==> src/rtl/adder_rr_arbiter.sv <==
// Round-robin arbiter that time-shares one external combinational adder
// between NREQ requesters, with operand and result valid/ready handshakes.
module adder_rr_arbiter #(
  parameter int NREQ = 4,
  parameter int W    = 4
) (
  input  logic              clk,
  input  logic              rst_n,
  input  logic [NREQ-1:0]   req_valid,
  output logic [NREQ-1:0]   req_ready,
  input  logic [NREQ*W-1:0] req_a,
  input  logic [NREQ*W-1:0] req_b,
  output logic [NREQ-1:0]   resp_valid,
  input  logic [NREQ-1:0]   resp_ready,
  output logic [W:0]        resp_y,
  output logic [W-1:0]      add_a,
  output logic [W-1:0]      add_b,
  input  logic [W:0]        add_y,
  output logic              busy,
  output logic [7:0]        op_count
);

  // state | meaning
  // IDLE  | arbitrate, grant one requester, capture its operands
  // EXEC  | adder inputs stable for one cycle, sum captured at the edge
  // RESP  | result presented to the granted requester until accepted
  typedef enum logic [1:0] {IDLE, EXEC, RESP} state_t;

  localparam int PW = $clog2(NREQ);

  state_t        state;
  logic [PW-1:0] ptr;
  logic [PW-1:0] gnt;
  logic [PW-1:0] win;
  logic          win_ok;
  int            idx;

  // Scan from the highest offset down so the lowest offset from ptr wins.
  always_comb begin
    win    = '0;
    win_ok = 1'b0;
    idx    = 0;
    for (int k = NREQ - 1; k >= 0; k--) begin
      idx = int'(ptr) + k;
      if (idx >= NREQ) idx = idx - NREQ;
      if (req_valid[idx]) begin
        win    = PW'(idx);
        win_ok = 1'b1;
      end
    end
  end

  always_comb begin
    req_ready = '0;
    if (rst_n && state == IDLE && win_ok) req_ready[win] = 1'b1;
  end

  always_ff @(posedge clk or negedge rst_n) begin
    if (!rst_n) begin
      state      <= IDLE;
      ptr        <= '0;
      gnt        <= '0;
      add_a      <= '0;
      add_b      <= '0;
      resp_y     <= '0;
      resp_valid <= '0;
      busy       <= 1'b0;
      op_count   <= '0;
    end else begin
      case (state)
        IDLE: begin
          if (|(req_valid & req_ready)) begin
            add_a <= req_a[int'(win)*W +: W];
            add_b <= req_b[int'(win)*W +: W];
            gnt   <= win;
            busy  <= 1'b1;
            state <= EXEC;
          end
        end
        EXEC: begin
          resp_y     <= add_y;
          resp_valid <= NREQ'(1) << gnt;
          state      <= RESP;
        end
        RESP: begin
          if (resp_ready[gnt]) begin
            resp_valid <= '0;
            busy       <= 1'b0;
            op_count   <= op_count + 8'd1;
            ptr        <= (gnt == PW'(NREQ - 1)) ? '0 : gnt + PW'(1);
            state      <= IDLE;
          end
        end
        default: state <= IDLE;
      endcase
    end
  end

endmodule

==> config.mk <==
export PLATFORM = sky130hd
export DESIGN_NAME = adder_rr_arbiter
export DESIGN_NICKNAME = d
export VERILOG_FILES = /design/src/rtl/adder_rr_arbiter.sv
export SDC_FILE = /design/constraint.sdc
export NUM_CORES = 1
export LEC_CHECK = 0
export ABC_AREA = 1
export ABC_CLOCK_PERIOD_IN_PS = 4000
export CORE_ASPECT_RATIO = 0.6
export CORE_MARGIN = 1.5
export CORE_UTILIZATION = 48
export DETAILED_ROUTE_END_ITERATION = 6
export PLACE_DENSITY_LB_ADDON = 0.12
export SYNTH_ARGS = -nofsm -noshare
export SYNTH_HDL_FRONTEND = slang
export SYNTH_SLANG_ARGS = --single-unit
==> constraint.sdc <==
create_clock -name clk -period 4 [get_ports clk]
set_input_delay 1.2 -clock clk [delete_from_list [all_inputs] [get_ports clk]]
set_output_delay 1.2 -clock clk [all_outputs]
set_load 0.01 [all_outputs]
; After elaboration in Yosys (flattened, before gate mapping)
; Index checks and enable logic that the tools add are counted.
[word_totals]
ff_bits = 32
output_inout_bits = 30
elab_cells = 88
[classes]
add_sub_neg = 9
order_cmp = 11
n_eq_ne = 5
n_shift = 3
n_mux = 38
bitwise_logic = 1
reduce_logical = 12
[op_table]
columns = operator, n
row1 = less-than comparator 32 x 4 -> 1 bit (second input constant), 4
row2 = 2-to-1 mux 32 bit, 4
row3 = indexed part select 16 x 5 -> 4 bit, 2
row4 = 2-to-1 mux 1 bit, 16
row5 = 2-to-1 mux 2 bit, 7
row6 = subtractor 3 x 3 -> 4 bit (second input constant), 3
row7 = binary-select mux 1 bit (select 2 bit), 5
row8 = >= comparator 3 bit (second input constant), 3
row9 = adder 8 x 1 -> 8 bit (second input constant), 1
row10 = 2-to-1 mux 4 bit, 2
row11 = one-hot mux 4 bit (2 select lines), 1
row12 = AND reduction 2 bit, 4
row13 = adder 2 x 2 -> 3 bit (second input constant), 2
row14 = less-than comparator 2 x 3 -> 1 bit (second input constant), 2
row15 = one-hot mux 2 bit (3 select lines), 1
row16 = AND 4 bit, 1
row17 = equality test 2 bit (second input constant), 2
row18 = nonzero test 2 bit, 2
row19 = OR reduction 4 bit, 1
row20 = left shift 1 x 2 -> 4 bit (first input constant), 1
row21 = subtractor 2 x 3 -> 4 bit (second input constant), 1
row22 = adder 2 x 1 -> 3 bit (second input constant), 1
row23 = >= comparator 2 x 3 -> 1 bit (second input constant), 1
row24 = logical AND 1 bit, 3
row25 = other kinds (9), 9

; Logic depth before layout (Yosys ltp)
[logic_depth]
depth_word = 19
depth_mapped = 15
mapped_depth_nobuf = 14

; Least setup slack after synthesis
; OpenSTA, ideal clock, no wires.
[synth_path]
kind = input port to output port
from = input port req_valid[1]
to = output port req_ready[2]
arrival_time_ns = 2.235
t_required_ns = 2.800
path_slack_ns = 0.565
cell_stages = 10
path_buffers = 1
path_cell_list = inv_1 nand2_2 nand3_1 nand2_1 inv_1 nand2_2 nand2_4 nand2_4 buf_6 nor3_1
[synth_between]
elab_chain_len = 12
elab_cells_between_ends = 27
[synth_rtl]
columns = item, line_no
row1 = from (decl), 9  ; input logic [NREQ-1:0] req_valid,
row2 = binary-select mux 1 bit (select 2 bit), 46  ; if (req_valid[idx]) begin
row3 = 2-to-1 mux 1 bit (not written as such) (2 in series), 46
row4 = 2-to-1 mux 2 bit (4 in series), 46
row5 = less-than comparator 2 x 3 -> 1 bit (not written as such) / >= comparator 2 x 1 -> 1 bit (equally long branches), 55  ; if (rst_n && state == IDLE && win_ok) req_ready[win] = 1'b1;
row6 = logical AND 1 bit (not written as such), 55
row7 = 2-to-1 mux 1 bit (not written as such), 55
row8 = demux 1 bit (select 2 bit), 55
row9 = 2-to-1 mux 4 bit (*), 55
row10 = to (decl), 10  ; output logic [NREQ-1:0] req_ready,
; Every way passes the cells marked *; elsewhere a longest branch is shown, timed or not. The select of a mux whose other input is x is not followed.

; Worst setup path after layout
[layout_path]
from = input port req_valid[0]
to = output port req_ready[3]
; Same word-level chain as after synthesis.

==> impl_metrics.csv <==
group,metric,value,unit
floorplanning,core-area,0.00385,mm2
timing,rsz0062_at_grt,"yes",
synthesis,ys.flop_type,"dfrtp_1",
pwr,p_int,1.24,mW
timing,timing.final.crit_share,97.5,%
floorplanning,ios,77,
synthesis,ys_types,26,
route,vias,1934,
synthesis,synth_seq_area_share,39.8,%
timing,skew,0.00622,ns
layout,ff_latch_area,801,um2
placement,finalWeightedCongestion,0.854,
route,wl_per_cell,11.7,um
global_routing,grt_pass1_wl,7540,um
placement,dpl_worst_slack,-0.299,ns
synthesis,syn-num-nets,318,
cts,clkTransAtPathRegs,0.07,ns
layout,layout_common_cells,"nand2_1 (90), clkdlybuf4s50_1 (70), nand3_1 (39)",
pwr,switching_share,45.5,%
synthesis,synth.avg_cell_area,7.57,um2
global_routing,track_usage,21.3,%
global_routing,grt-ovfl-total,0,
pwr,comb_power_share,63.4,%
critical_path,r2r_cells,14,
critical_path,cp_top_family,"simple AND/OR/NAND/NOR gates",
critical_path,critical_path_buf_inv_count,3,
cts,cts.path.max_buffers,2,
route,drtIter0Drc,81,
critical_path,cp.depth,12,
critical_path,cp_slowest_stage_delay,0.48,ns
placement,portBuffers,76,
layout,area_delta_synth_final,47.9,%
synthesis,synth-edff-count,0,
synthesis,netlist_area,0.00201,mm2
synthesis,syn_inst,266,
layout,fillers,297,
pwr,ir_worst_vdd,0.000401,V
layout,fin_nets,405,
cts,htree_levels,2,
min_path,hold_class,"flip-flop to flip-flop",
route,drcViolationCount,0,
cts,cts_sinks,32,
critical_path,critPathKind,"input pin to primary output",
floorplanning,die_w,86.6,um
pwr,p_per_area,764,mW/mm2
synthesis,synth_top_area_share,39.8,%
timing,slew-limit-headroom,65.3,%
critical_path,end_kind,"primary output",
layout,final_util,77.3,%
route,drtAntennaViolNets,0,
layout,layoutNonFillerInstCount,411,
floorplanning,core.rowCount,17,
cts,cts_made_buffers,5,
run_status,outcome,"finished, final reports clean",
global_routing,grt_max_degree,33,
timing,finalMaxSlewViolations,0,
synthesis,async_reset_ff_share,100,%
route,drtPass1Iterations,4,
timing,worst_hold_slack,0.477,ns
timing,setup_viol,0,
min_path,holdPathStages,1,
floorplanning,die_h,53.2,um
layout,n_antenna_cell,0,
layout,drive_gt1_share,18.1,%
synthesis,ys_seq_elements,32,
critical_path,critical_path.startpoint_type,"input pin",
critical_path,worstPathMaxFanout,5,
layout,final_common_cell,"nand2_1",
floorplanning,die_area,0.00460,mm2
timing,finalCriticalPeriod,3.90,ns
placement,placed_cells,402,
pwr,p_clk_share,10.6,%
synthesis,ys_warn_count,0,
synthesis,synth_area_leaders,"dfrtp_1 (40%), nand2_1 (18%), nand3_1 (10%)",
global_routing,antenna_found_initial,0,
layout,multi_input_area,0.00105,mm2
critical_path,crit_arrival,2.70,ns
floorplanning,initial_core_util,52.3,%
placement,post-dp-hpwl,3630,um
pwr,p_seq_share,26.0,%
critical_path,crit_required,2.80,ns
timing,tightest_slew,0.521,ns
synthesis,synth_top_cell_by_area,"dfrtp_1",
cts,clkLatencyLatePin,0.28,ns
cts,cts_tree,"yes",
route,avgViaCountPerCell,4.71,
timing,fmax,257,MHz
global_routing,grt_pass1_vias,1718,
timing,timing_hold_violations_final,0,
critical_path,critical_path.cell_chain,"clkdlybuf4s50_1 -> inv_1 -> nand2_2 -> nand3_2 -> nand2_1 -> nand3_2 -> nand2_2 -> nand2_4 -> nand2_4 -> nand2_1 -> nor2_1 -> buf_2",
pwr,p_leak,1.54,nW
pwr,switchingPower,1.03,mW
critical_path,cp_slowest_cell,"clkdlybuf4s50_1",
timing,fin_ws,0.102,ns
cts,cts_root_buf,"clkbuf_8",
route,routed_wl,4800,um
flow_run,drv_cap,0,
-- area by class of cell --
| cell class | count | area share [%] |
|---|---|---|
| clock buffer | 5 | 2.31 |
| clock inverter | 3 | 0.630 |
| inverter | 35 | 4.41 |
| multi-input combinational | 191 | 35.2 |
| sequential | 32 | 26.9 |
| tap | 57 | 2.39 |
| timing repair buffer | 88 | 28.2 |
-- worst paths after layout --
check | from | endpoint | slack [ns]
worst max-delay path | req_valid[0] | req_ready[3] | 0.10
worst min-delay path | op_count[7] | op_count[7] | 0.48
worst max register to register | ptr[0] | add_a[0] | 1.71
worst min register to register | op_count[7] | op_count[7] | 0.48
max in group asynchronous | rst_n | gnt[0] | 2.32
min in group asynchronous | rst_n | resp_y[4] | 1.39
-- power groups by stage --
stage	registers [mW]	logic, mW	clock network, mW
after floorplan	0.612	0.899	0
after global placement	0.583	1.38	0
after detailed placement	0.590	1.42	0
after CTS	0.587	1.42	0.247
after global routing	0.612	1.59	0.264
final	0.592	1.44	0.241
-- registers in the layout (all words and copies together) (netlist names) --
register / count
resp_valid: 4
resp_y: 5
ptr: 2
busy: 1
state: 2
add_a: 4
add_b: 4
gnt: 2
op_count: 8
-- metrics by stage --
step	power (mW)	area [um2]	setup TNS [ns]
2_1_floorplan	1.51	2010	0
3_3_place_gp	1.96	2850	-0.937
3_5_place_dp	2.01	2850	-1.06
4_1_cts	2.25	2940	-0.00960
5_1_grt	2.46	2980	-0.0434
6_report	2.27	2980	0
-- synthesized netlist by cell type, types with 2 or more instances --
library cell	count
a21oi_1	2
buf_4	2
buf_6	3
clkbuf_1	2
dfrtp_1	32
ha_1	5
inv_1	33
inv_2	2
mux2_2	5
nand2_1	95
nand2_2	12
nand2_4	2
nand3_1	42
nand3_2	2
nor2_1	6
o21ai_0	4
o21ai_2	2
xnor2_1	3
xor2_1	5
-- worst register-to-register path: stages (launching register included) --
cell     delay, ns
dfrtp_1       0.67
inv_1         0.20
nand2_2       0.15
nand3_2       0.09
nand2_1       0.09
nand3_2       0.10
nand2_2       0.11
nand2_4       0.07
nand2_4       0.11
buf_4         0.24
nand2_1       0.09
nand3_1       0.09
nand2_1       0.06
nand2_1       0.06
nand2_1       0.05
-- routing by layer --
layer / up-vias / wire length (um) / share of wire (%) / track usage, %
met5: - / 0 / 0 / 0
met4: 0 / 0 / 0 / 2.69
met3: 0 / 222 / 4.6 / 6.08
met2: 49 / 2240 / 47 / 35.3
met1: 884 / 2340 / 49 / 28.6
li1: 1001 / - / - / -
-- cell families (layout without fill, tap and decap cells) --
group                    Yosys count  count (layout)  synth area share (%)
multiplexers                       5               5                  2.80
AO/OA/AOI/OAI                      8               8                  2.36
AND/OR/NAND/NOR                  165             165                  38.2
adder cells (fa/ha/maj)            5               5                  3.11
buffers and inverters             43             131                  10.3
XOR/XNOR                           8               8                  3.48
flip-flops                        32              32                  39.8
-- what timing repair did --
| item | in CTS | in global routing |
|---|---|---|
| gates resized for setup | 7 | 22 |
| hold endpoints to repair | 0 | 0 |
| setup endpoints to repair | 4 | 4 |
| pin swaps | 0 | 5 |
| gates cloned | 0 | 0 |
| buffers inserted | 0 | 1 |
| hold buffers | 0 | 0 |
Note: power is estimated with default switching activity, not from simulation.
